==> src/rtl/pipe_pkg.sv <==
// Shared pipeline-control types for the RV64I-Zba core.
// Forwarding select encoding and data-memory wait FSM states.
package pipe_pkg;

    typedef enum logic [1:0] {
        FWD_RF = 2'b00,
        FWD_W  = 2'b01,
        FWD_M  = 2'b10
    } fwd_sel_t;

    typedef enum logic {
        ST_RUN,
        ST_WAIT
    } memst_t;

    localparam logic [4:0] REG_X0 = 5'd0;

    // M has the younger result, so it wins over W.
    function automatic fwd_sel_t fwd_sel(
        input logic [4:0] rs,
        input logic       regwrite_m,
        input logic [4:0] rd_m,
        input logic       regwrite_w,
        input logic [4:0] rd_w
    );
        if (regwrite_m && rd_m != REG_X0 && rd_m == rs)
            return FWD_M;
        else if (regwrite_w && rd_w != REG_X0 && rd_w == rs)
            return FWD_W;
        else
            return FWD_RF;
    endfunction

endpackage

==> src/rtl/hazard_ctrl_mem_wait_fsm.sv <==
// Fixed wait-state sequencer for data-memory accesses in M.
// Raises memstall for exactly MEM_WAIT cycles per access.
module mem_wait_fsm
    import pipe_pkg::*;
#(
    parameter int MEM_WAIT = 2,
    parameter int CNT_W    = 4
) (
    input  logic clk,
    input  logic rst_n,
    input  logic mem_access,
    output logic memstall
);

    localparam bit WAIT_EN  = (MEM_WAIT > 0);
    localparam bit ONE_SHOT = (MEM_WAIT == 1);
    localparam int INIT_I   = (MEM_WAIT > 0) ? MEM_WAIT - 1 : 0;
    localparam logic [CNT_W-1:0] CNT_INIT = CNT_W'(INIT_I);
    localparam logic [CNT_W-1:0] CNT_ONE  = CNT_W'(1);

    memst_t           st_q, st_d;
    logic [CNT_W-1:0] cnt_q, cnt_d;
    logic             served_q, served_d;
    logic             start;

    always_ff @(posedge clk or negedge rst_n) begin
        if (!rst_n) begin
            st_q     <= ST_RUN;
            cnt_q    <= '0;
            served_q <= 1'b0;
        end else begin
            st_q     <= st_d;
            cnt_q    <= cnt_d;
            served_q <= served_d;
        end
    end

    assign start = WAIT_EN && mem_access && !served_q;

    always_comb begin
        st_d     = st_q;
        cnt_d    = cnt_q;
        served_d = served_q;
        unique case (st_q)
            ST_RUN: begin
                if (start) begin
                    if (ONE_SHOT) begin
                        served_d = 1'b1;
                    end else begin
                        st_d  = ST_WAIT;
                        cnt_d = CNT_INIT;
                    end
                end else begin
                    served_d = 1'b0;
                end
            end
            ST_WAIT: begin
                if (cnt_q == CNT_ONE) begin
                    st_d     = ST_RUN;
                    served_d = 1'b1;
                end else begin
                    cnt_d = cnt_q - CNT_ONE;
                end
            end
            default: st_d = ST_RUN;
        endcase
    end

    always_comb begin
        memstall = (st_q == ST_WAIT) || (st_q == ST_RUN && start);
    end

endmodule

==> src/rtl/hazard_ctrl.sv <==
// Pipeline hazard controller: stall/flush enables for every stage
// register and EX-stage operand forwarding selects.
module hazard_ctrl
    import pipe_pkg::*;
#(
    parameter int MEM_WAIT = 2,
    parameter int CNT_W    = 4
) (
    input  logic       clk,
    input  logic       rst_n,
    input  logic [4:0] Rs1_D,
    input  logic [4:0] Rs2_D,
    input  logic [4:0] Rs1_E,
    input  logic [4:0] Rs2_E,
    input  logic [4:0] Rd_E,
    input  logic       MemRead_E,
    input  logic       PCSrc_E,
    input  logic       MemAccess_M,
    input  logic       RegWrite_M,
    input  logic [4:0] Rd_M,
    input  logic       RegWrite_W,
    input  logic [4:0] Rd_W,
    output logic       Stall_F,
    output logic       Stall_D,
    output logic       Stall_E,
    output logic       Stall_M,
    output logic       Stall_W,
    output logic       Flush_D,
    output logic       Flush_E,
    output logic [1:0] ForwardA_E,
    output logic [1:0] ForwardB_E
);

    logic memstall;
    logic lu;

    mem_wait_fsm #(
        .MEM_WAIT (MEM_WAIT),
        .CNT_W    (CNT_W)
    ) u_mem_wait (
        .clk        (clk),
        .rst_n      (rst_n),
        .mem_access (MemAccess_M),
        .memstall   (memstall)
    );

    // Conservative: no check that the D instruction actually reads rs1/rs2.
    assign lu = MemRead_E && Rd_E != REG_X0 &&
                (Rd_E == Rs1_D || Rd_E == Rs2_D);

    always_comb begin
        ForwardA_E = FWD_RF;
        ForwardB_E = FWD_RF;
        if (rst_n) begin
            ForwardA_E = fwd_sel(Rs1_E, RegWrite_M, Rd_M,
                                 RegWrite_W, Rd_W);
            ForwardB_E = fwd_sel(Rs2_E, RegWrite_M, Rd_M,
                                 RegWrite_W, Rd_W);
        end
    end

    // Frozen pipe holds E/D, so redirects and load-use wait for release.
    always_comb begin
        Stall_F = 1'b0;
        Stall_D = 1'b0;
        Stall_E = 1'b0;
        Stall_M = 1'b0;
        Stall_W = 1'b0;
        Flush_D = 1'b0;
        Flush_E = 1'b0;
        if (!rst_n) begin
            Stall_F = 1'b0;
        end else if (memstall) begin
            Stall_F = 1'b1;
            Stall_D = 1'b1;
            Stall_E = 1'b1;
            Stall_M = 1'b1;
            Stall_W = 1'b1;
        end else if (PCSrc_E) begin
            Flush_D = 1'b1;
            Flush_E = 1'b1;
        end else if (lu) begin
            Stall_F = 1'b1;
            Stall_D = 1'b1;
            Flush_E = 1'b1;
        end
    end

endmodule

==> config.mk <==
export PLATFORM = sky130hd
export DESIGN_NAME = hazard_ctrl
export DESIGN_NICKNAME = d
export VERILOG_FILES = /design/src/rtl/pipe_pkg.sv /design/src/rtl/hazard_ctrl_mem_wait_fsm.sv /design/src/rtl/hazard_ctrl.sv
export SDC_FILE = /design/constraint.sdc
export NUM_CORES = 1
export LEC_CHECK = 0
export BUFFER_PORTS_ARGS = -buffer_cell sky130_fd_sc_hd__buf_4
export CAP_MARGIN = 20
export CORE_MARGIN = 2
export CORE_UTILIZATION = 44
export CTS_CLUSTER_SIZE = 30
export DETAILED_ROUTE_END_ITERATION = 16
export HOLD_SLACK_MARGIN = 0.05
export PLACE_DENSITY = 0.85
export SETUP_SLACK_MARGIN = 0.1
export SYNTH_ARGS = -nofsm -noshare
export SYNTH_HDL_FRONTEND = slang
export SYNTH_SLANG_ARGS = --single-unit
export TNS_END_PERCENT = 100
==> constraint.sdc <==
create_clock -name clk -period 3.8 [get_ports clk]
set_input_delay 1.14 -clock clk [delete_from_list [all_inputs] [get_ports clk]]
set_output_delay 1.14 -clock clk [all_outputs]
set_load 0.05 [all_outputs]
==> results of run 1 <==
-- cells in the mapped netlist --
library cell,n,area (sq um)
o21ai_2,1,8.76
nor2_1,5,18.8
nor4_2,2,25.0
dfrtp_1,6,150
nand3_1,3,15.0
o41ai_1,1,8.76
o22ai_1,1,6.26
xor2_1,26,228
xnor2_1,6,52.6
and2_1,2,12.5
or4_4,1,11.3
buf_4,3,22.5
nor4_1,2,12.5
clkbuf_1,1,3.75
o21ai_0,4,20.0
inv_1,6,22.5
a22oi_1,1,7.51
o31ai_1,1,7.51
ha_1,2,25.0
or4_1,4,30.0
nor2b_1,2,12.5
nand2_1,5,18.8
o211ai_1,3,22.5
nand4bb_1,1,11.3
nor3_1,3,15.0
-- layout make-up --
| cell class | instances | area [sq um] | share of cell area |
|---|---|---|---|
| Clock buffer | 3 | 22.5 | 0.0177 |
| Inverter | 6 | 22.5 | 0.0177 |
| Multi-Input combinational cell | 76 | 638 | 0.500 |
| Sequential cell | 6 | 150 | 0.118 |
| Tap cell | 17 | 21.3 | 0.0167 |
| Timing Repair Buffer | 55 | 420 | 0.330 |
-- metal layers --
metal  GRT usage  vias to the layer above
met3      0.0357                        4
met4       0.103                        0
li1            -                      422
met5           0                        -
met2       0.397                       52
met1       0.243                      366
-- flip-flops by register name, indices dropped and copies added (netlist names) --
name / flops
u_mem_wait.cnt_q: 4
u_mem_wait.st_q: 1
u_mem_wait.served_q: 1
-- how the worst min path moves through the flow --
stage                             start             endpoint  depth (start not counted)
CTS                 u_mem_wait.served_q  u_mem_wait.served_q                          2
detailed placement  u_mem_wait.served_q  u_mem_wait.served_q                          2
global placement    u_mem_wait.served_q  u_mem_wait.served_q                          2
floorplan           u_mem_wait.served_q  u_mem_wait.served_q                          2
global route        u_mem_wait.served_q  u_mem_wait.served_q                          2
finish              u_mem_wait.served_q  u_mem_wait.served_q                          2
-- kinds of logic (layout without fill, tap and decap cells) --
group / after synthesis / after routing / synth area share
and+or+nand+nor: 30 / 30 / 0.238
buffers and inverters: 10 / 64 / 0.0635
adders and majority gates: 2 / 2 / 0.0326
AOI/OAI and AO/OA: 12 / 12 / 0.106
DFF: 6 / 6 / 0.195
xor gates and xnor gates: 32 / 32 / 0.365
-- cell usage in the layout (no fill, tap or decap), drive strengths merged --
master	instances
clkbuf	3
a22oi	1
o41ai	1
dfrtp	6
o31ai	1
nand2	5
nor3	3
nor2b	2
nor4	4
ha	2
o211ai	3
nor2	5
nand3	3
and2	2
xnor2	6
inv	6
buf	55
nand4bb	1
o21ai	5
or4	5
xor2	26
o22ai	1
-- power groups by stage --
stage                     registers, mW  clock network (mW)  logic (mW)
final                             0.126              0.0589       0.261
after detailed placement          0.127                   0       0.256
after global routing              0.130              0.0625       0.287
after global placement            0.124                   0       0.249
after CTS                         0.126              0.0608       0.258
after floorplan                   0.113                   0       0.186
-- worst min-delay path: stages (launching register included) --
cell and delay (ps):
dfrtp_1 350, nand2_1 60, nand2_1 60
-- repair_timing --
action                     CTS  global route
gates resized for setup      0             7
buffers inserted             0             1
hold buffers                 0             0
setup endpoints to repair    0             4
==> metrics.md, run 1 <==
| Metric | Value |
|---|---|
| Fraction of power consumed by sequential logic | 0.283 |
| Initial DRT Pass Iterations | 4 |
| Count of unique library cells instantiated by Yosys | 25 |
| Post-route setup slack | approximately 160 ps |
| Critical-path top delay cell | or4_4 |
| Height of the chip | about 46 um |
| Largest delay share family, worst path | simple AND/OR/NAND/NOR gates |
| Clk root buf | clkbuf_4 |
| Clk_lat worst skew | between 200 and 300 ps |
| Dpl cells | 159 |
| Mapped Nets | between 100 and 150 |
| Internal | approximately 0.25 mW |
| #FFs+latches synth | 6 |
| Final std cells w/o fill | 163 |
| Max-slew headroom | 0.712 |
| Least-Margin Pin Slew | 427 ps |
| Crit path time final | about 3600 ps |
| Fmax | 275 MHz |
| WL/cell | around 13 um |
| WS Path Type | input pin to primary output |
| Switching share of power | 0.447 |
| WHS | around 500 ps |
| Final period utilization | 0.958 |
| Port bufs | between 50 and 60 |
| Core Util, Final | 0.755 |
| Rows | 15 |
| CP dominant cell by count | buf_4 |
| Critical Path Start | Rd_M[1] |
| Vias | around 840 |
| Average size of a mapped cell | around 8.4 sq um |
| Worst reg-to-reg setup slack | between 2000 and 3000 ps |
| HP Class | flip-flop to flip-flop |
| Cell Chain, Critical Path | buf_4 -> or4_4 -> o21ai_4 -> buf_4 -> nor4_2 -> and2_1 -> buf_4 |
| Vias/cell | between 5 and 6 |
| WL met1 | between 700 and 800 um |
| CTS Buffer Depth | 2 |
| I/O pin total | 53 |
| Worst r2r src | u_mem_wait.cnt_q[1] |
| Vias in the first global route | ~780 |
| GRT overflow | 0 |
| Setup TNS | 0 ps |
| Mapped Cells | 92 |
| CTS tree | done |
| Worst IR Drop VDD | just under 0.0003 V |
| Final setup fails | 0 |
| Largest net degree at the start of global routing | 13 |
| R2R Path End | u_mem_wait.cnt_q[2] |
| Wire length on met2 | between 1000 and 1500 um |
| Ant. Diodes | 0 |
| HPWL after DPL | between 1500 and 2000 um |
| Gr usage total | 0.218 |
| Clock sinks | 6 |
| DR WL met3 | between 150 and 200 um |
| Initial antenna violation count | 0 |
| Final hold violations | 0 |
| Max-Cap Viols | 0 |
| Critical Path End | ForwardB_E[1] |
| Outcome | completed |
| DRC Markers | 0 |
| GP Congestion | just under 0.9 |
| Combinational share of power | 0.585 |
| Max stage delay on crit path | 540 ps |
| Endpoint class of the critical path | primary output |
| Area growth syn-to-layout | 66.0% |
| Fillers | 109 |
| Worst Setup Start Kind | input pin |
| Die width | approximately 46 um |
| Antenna Nets Post-Route | 0 |
| Crit path arrival time | about 2500 ps |
| Synth warn | 0 |
| FF-to-FF path depth | 6 |
| RSZ-0062 raised after global routing | false |
| Starting DRT DRC Count | 3 |
| Core Box Area | ~1700 sq um |
| Slew Viols, Final | 0 |
| Overall Power | around 0.45 mW |
| H-tree levels | 1 |
| Die area | roughly 2100 sq um |
| Critical Path Stages | 7 |
| First-pass GRT wire length | between 3000 and 4000 um |
| Starting density of the core | 0.455 |
| Post-layout instance area | roughly 1300 sq um |
| Power per cell area | around 350 nW/um^2 |
| WL final | about 2100 um |
| CP Data Required Time | about 2700 ps |
| Max FO, Critical Path | 3 |
| Placed cell areas | ~1200 sq um |
| WP buf/inv | 3 |
| Sequential area share after synthesis | 0.195 |
| DP Worst Slack | 102 ps |
| Leakage power | 0.611 nW |
| Share of cells above drive strength 1 | 0.466 |
| Layout Nets | ~190 |
| Clk pwr share | 0.132 |
| Synthesized area | 768 sq um |
| Clock transition at path regs | about 40 ps |
| Setup Skew | 4.91 ps |
| Sw power | about 0.2 mW |
| Cts bufs inserted | 3 |
| Max Used Layer | met4 |
Power figures use the tool's default switching activity.
==> run 2, diff against run 1 <==
--- a/config.mk
+++ b/config.mk
@@ -6,8 +6,7 @@
 export NUM_CORES = 1
 export LEC_CHECK = 0
 export BUFFER_PORTS_ARGS = -buffer_cell sky130_fd_sc_hd__buf_4
-export CAP_MARGIN = 20
-export CORE_MARGIN = 2
+export CAP_MARGIN = 10
 export CORE_UTILIZATION = 44
 export CTS_CLUSTER_SIZE = 30
 export DETAILED_ROUTE_END_ITERATION = 16
==> run 2 against run 1 <==
Against the previous run:
- non-clock buffer count down 2
- clock power up 7.1%
- largest power group unchanged
- first-iteration DRC count rose to 4.7 times the previous value
- the flow now finishes with violations (DRC)
- critical endpoint is now ForwardB_E[0]
- utilization up 3.9 points
- maximum frequency down 1.9%
==> metrics.md, run 2 (synthesis gave the netlist of run 1 again) <==
| Metric | Value |
|---|---|
| Vias | 888 (+5.2%) |
| Area of the multi-input gates | 631 sq um (-1.2%) |
| H-tree levels | 1 (unchanged) |
| Placed cell areas | 1200 sq um (-0.72%) |
| Outcome | finished with violations |
| Internal | 0.246 mW (-0.37%) |
| Vias/cell | 5.55 (+7.2%) |
| Ant. Diodes | 0 (unchanged) |
| Hold Crit Start | u_mem_wait.served_q |
| Largest net degree at the start of global routing | 14 (+1) |
| GP Congestion | 0.840 (-5.9%) |
| Power per cell area | 367 nW/um^2 (+4.9%) |
| DRC Markers | 5 (+5) |
| Slew Viols, Final | 0 (unchanged) |
| CTS Buffer Depth | 2 (unchanged) |
| Fraction of power consumed by sequential logic | 0.279 (-0.004) |
| Rows | 14 (-1) |
| Core Box Area | 1580 sq um (-6.7%) |
| Clk_lat worst skew | 250 ps (about the same) |
| Endpoint class of the critical path | primary output |
| Final period utilization | 0.976 (+0.0182) |
| Commonest non-fill, non-tap cell in the layout | buf_4 |
| Clock sinks | 6 (unchanged) |
| Leakage power | 0.599 nW (-2.0%) |
| WS Path Type | input pin to primary output |
| Fillers | 119 (+9.2%) |
| Max-slew headroom | 0.694 (-0.0183) |
| Share of cells above drive strength 1 | 0.444 (-0.0213) |
| Height of the chip | 43.8 um (-4.4%) |
| Post-layout instance area | 1250 sq um (-1.9%) |
| Starting DRT DRC Count | 14 (+11) |
| HPWL after DPL | 1910 um (+5.9%) |
| Final setup fails | 0 (unchanged) |
| Die area | 1920 sq um (-8.5%) |
| Least-Margin Pin Slew | 455 ps (+28.2 ps) |
| Worst IR Drop VDD | 0.000341 V (+18%) |
| Fmax | 270 MHz (-1.9%) |
| WL final | 2440 um (+16%) |
| Reg with most FFs | u_mem_wait.cnt_q |
| Combinational share of power | 0.584 (about the same) |
| Clk root buf | clkbuf_4 |
| Max FO, Critical Path | 3 (unchanged) |
| Vias in the first global route | 840 (+8.1%) |
| Clock transition at path regs | 50 ps (about the same) |
| RSZ-0062 raised after global routing | false |
| GRT overflow | 0 (unchanged) |
| Cts bufs inserted | 3 (unchanged) |
| Setup Skew | 4.20 ps (-0.709 ps) |
| WL/cell | 15.2 um (+18%) |
| Gr usage total | 0.241 (+0.0225) |
| Area growth syn-to-layout | 62.9% |
| Max FFs per register | 4 (unchanged) |
| Top flop regs | u_mem_wait.cnt_q (4), u_mem_wait.served_q (1), u_mem_wait.st_q (1) |
| Crit path time final | 3710 ps (+69.2 ps) |
| Register area | 150 sq um (unchanged) |
| Critical Path Start | Rd_M[1] |
| Setup TNS | 0 ps (unchanged) |
| Initial DRT Pass Iterations | 11 (+7) |
| HP Class | flip-flop to flip-flop |
| Final hold violations | 0 (unchanged) |
| First-pass GRT wire length | 3460 um (+7.5%) |
| Starting density of the core | 0.487 (+0.0325) |
| Dpl cells | 157 (-1.3%) |
| Initial antenna violation count | 0 (unchanged) |
| Worst Setup Start Kind | input pin |
| CTS Hold Bufs | 0 (unchanged) |
| Failing checks | DRC |
| Final std cells w/o fill | 160 (-1.8%) |
| I/O pin total | 53 (unchanged) |
| CP Data Required Time | 2660 ps (about the same) |
| Switching share of power | 0.465 (+0.0179) |
| Port bufs | 52 (unchanged) |
| Clk pwr share | 0.137 (+0.005) |
| CTS tree | done |
| Most frequent cells in the layout | buf_4, xor2_1, inv_1, xnor2_1, dfrtp_1 |
| Sw power | 0.213 mW (+7.1%) |
| Layout Nets | 190 (-1.0%) |
| Antenna Nets Post-Route | 0 (unchanged) |
| Worst r2r src | u_mem_wait.cnt_q[1] |
| Die width | 43.8 um (-4.4%) |
| Crit path arrival time | 2570 ps (+70 ps) |
| Max-Cap Viols | 0 (unchanged) |
-- run 2: changes by cell type in the layout (fill, tap and decap cells not counted), sizes merged --
| cell | delta |
|---|---|
| buf | -2 |
-- run 2: critical path, cell delays in order --
cell	delay [ps]
buf_4	130
or4_4	540
o21ai_4	170
nor4_2	100
nor4_4	300
buf_6	190
-- run 2: stage by stage --
stage          total power, mW  hold slack, ps  utilization  setup slack (ps)
5_1_grt                  0.490             518        0.794              78.4
6_report                 0.459             496        0.794              91.1
4_1_cts                  0.454             496        0.779              98.4
3_5_place_dp             0.390             467        0.762              79.3
3_3_place_gp             0.373             467        0.762               142
2_1_floorplan            0.299             451            -              2.95
-- run 2: final cells by class --
cell class / count / share of cell area
Clock buffer: 3 / 0.0180
Multi-Input combinational cell: 76 / 0.504
Tap cell: 16 / 0.0160
Inverter: 6 / 0.0180
Timing Repair Buffer: 53 / 0.324
Sequential cell: 6 / 0.120
-- run 2: final timing paths --
path	endpoint	slack [ps]	depth (start not counted)
worst min register to register	u_mem_wait.served_q	500	2
worst max-delay path	ForwardB_E[0]	90	6
worst max register to register	u_mem_wait.cnt_q[3]	2420	6
min in group asynchronous	u_mem_wait.cnt_q[2]	710	1
max in group asynchronous	u_mem_wait.cnt_q[0]	2930	1
worst min-delay path	u_mem_wait.served_q	500	2
-- run 2: power by group through the flow --
| stage | Combinational (mW) | Clock, mW | Sequential [mW] |
|---|---|---|---|
| after floorplan | 0.186 | 0 | 0.113 |
| after global placement | 0.248 | 0 | 0.124 |
| after detailed placement | 0.263 | 0 | 0.127 |
| after CTS | 0.265 | 0.0632 | 0.126 |
| after global routing | 0.292 | 0.0680 | 0.130 |
| final | 0.268 | 0.0631 | 0.128 |
-- run 2: metal layers --
layer | track usage | vias up | part of all wire
met1 | 0.256 | 408 | 0.37
li1 | - | 420 | -
met5 | 0 | - | 0
met2 | 0.475 | 56 | 0.54
met4 | 0.0750 | 0 | 0.012
met3 | 0.0333 | 4 | 0.082
-- run 2: timing repair --
item,in CTS,in global routing
resized for setup,1,4
endpoints found under the setup margin,1,2
setup buffers,0,0
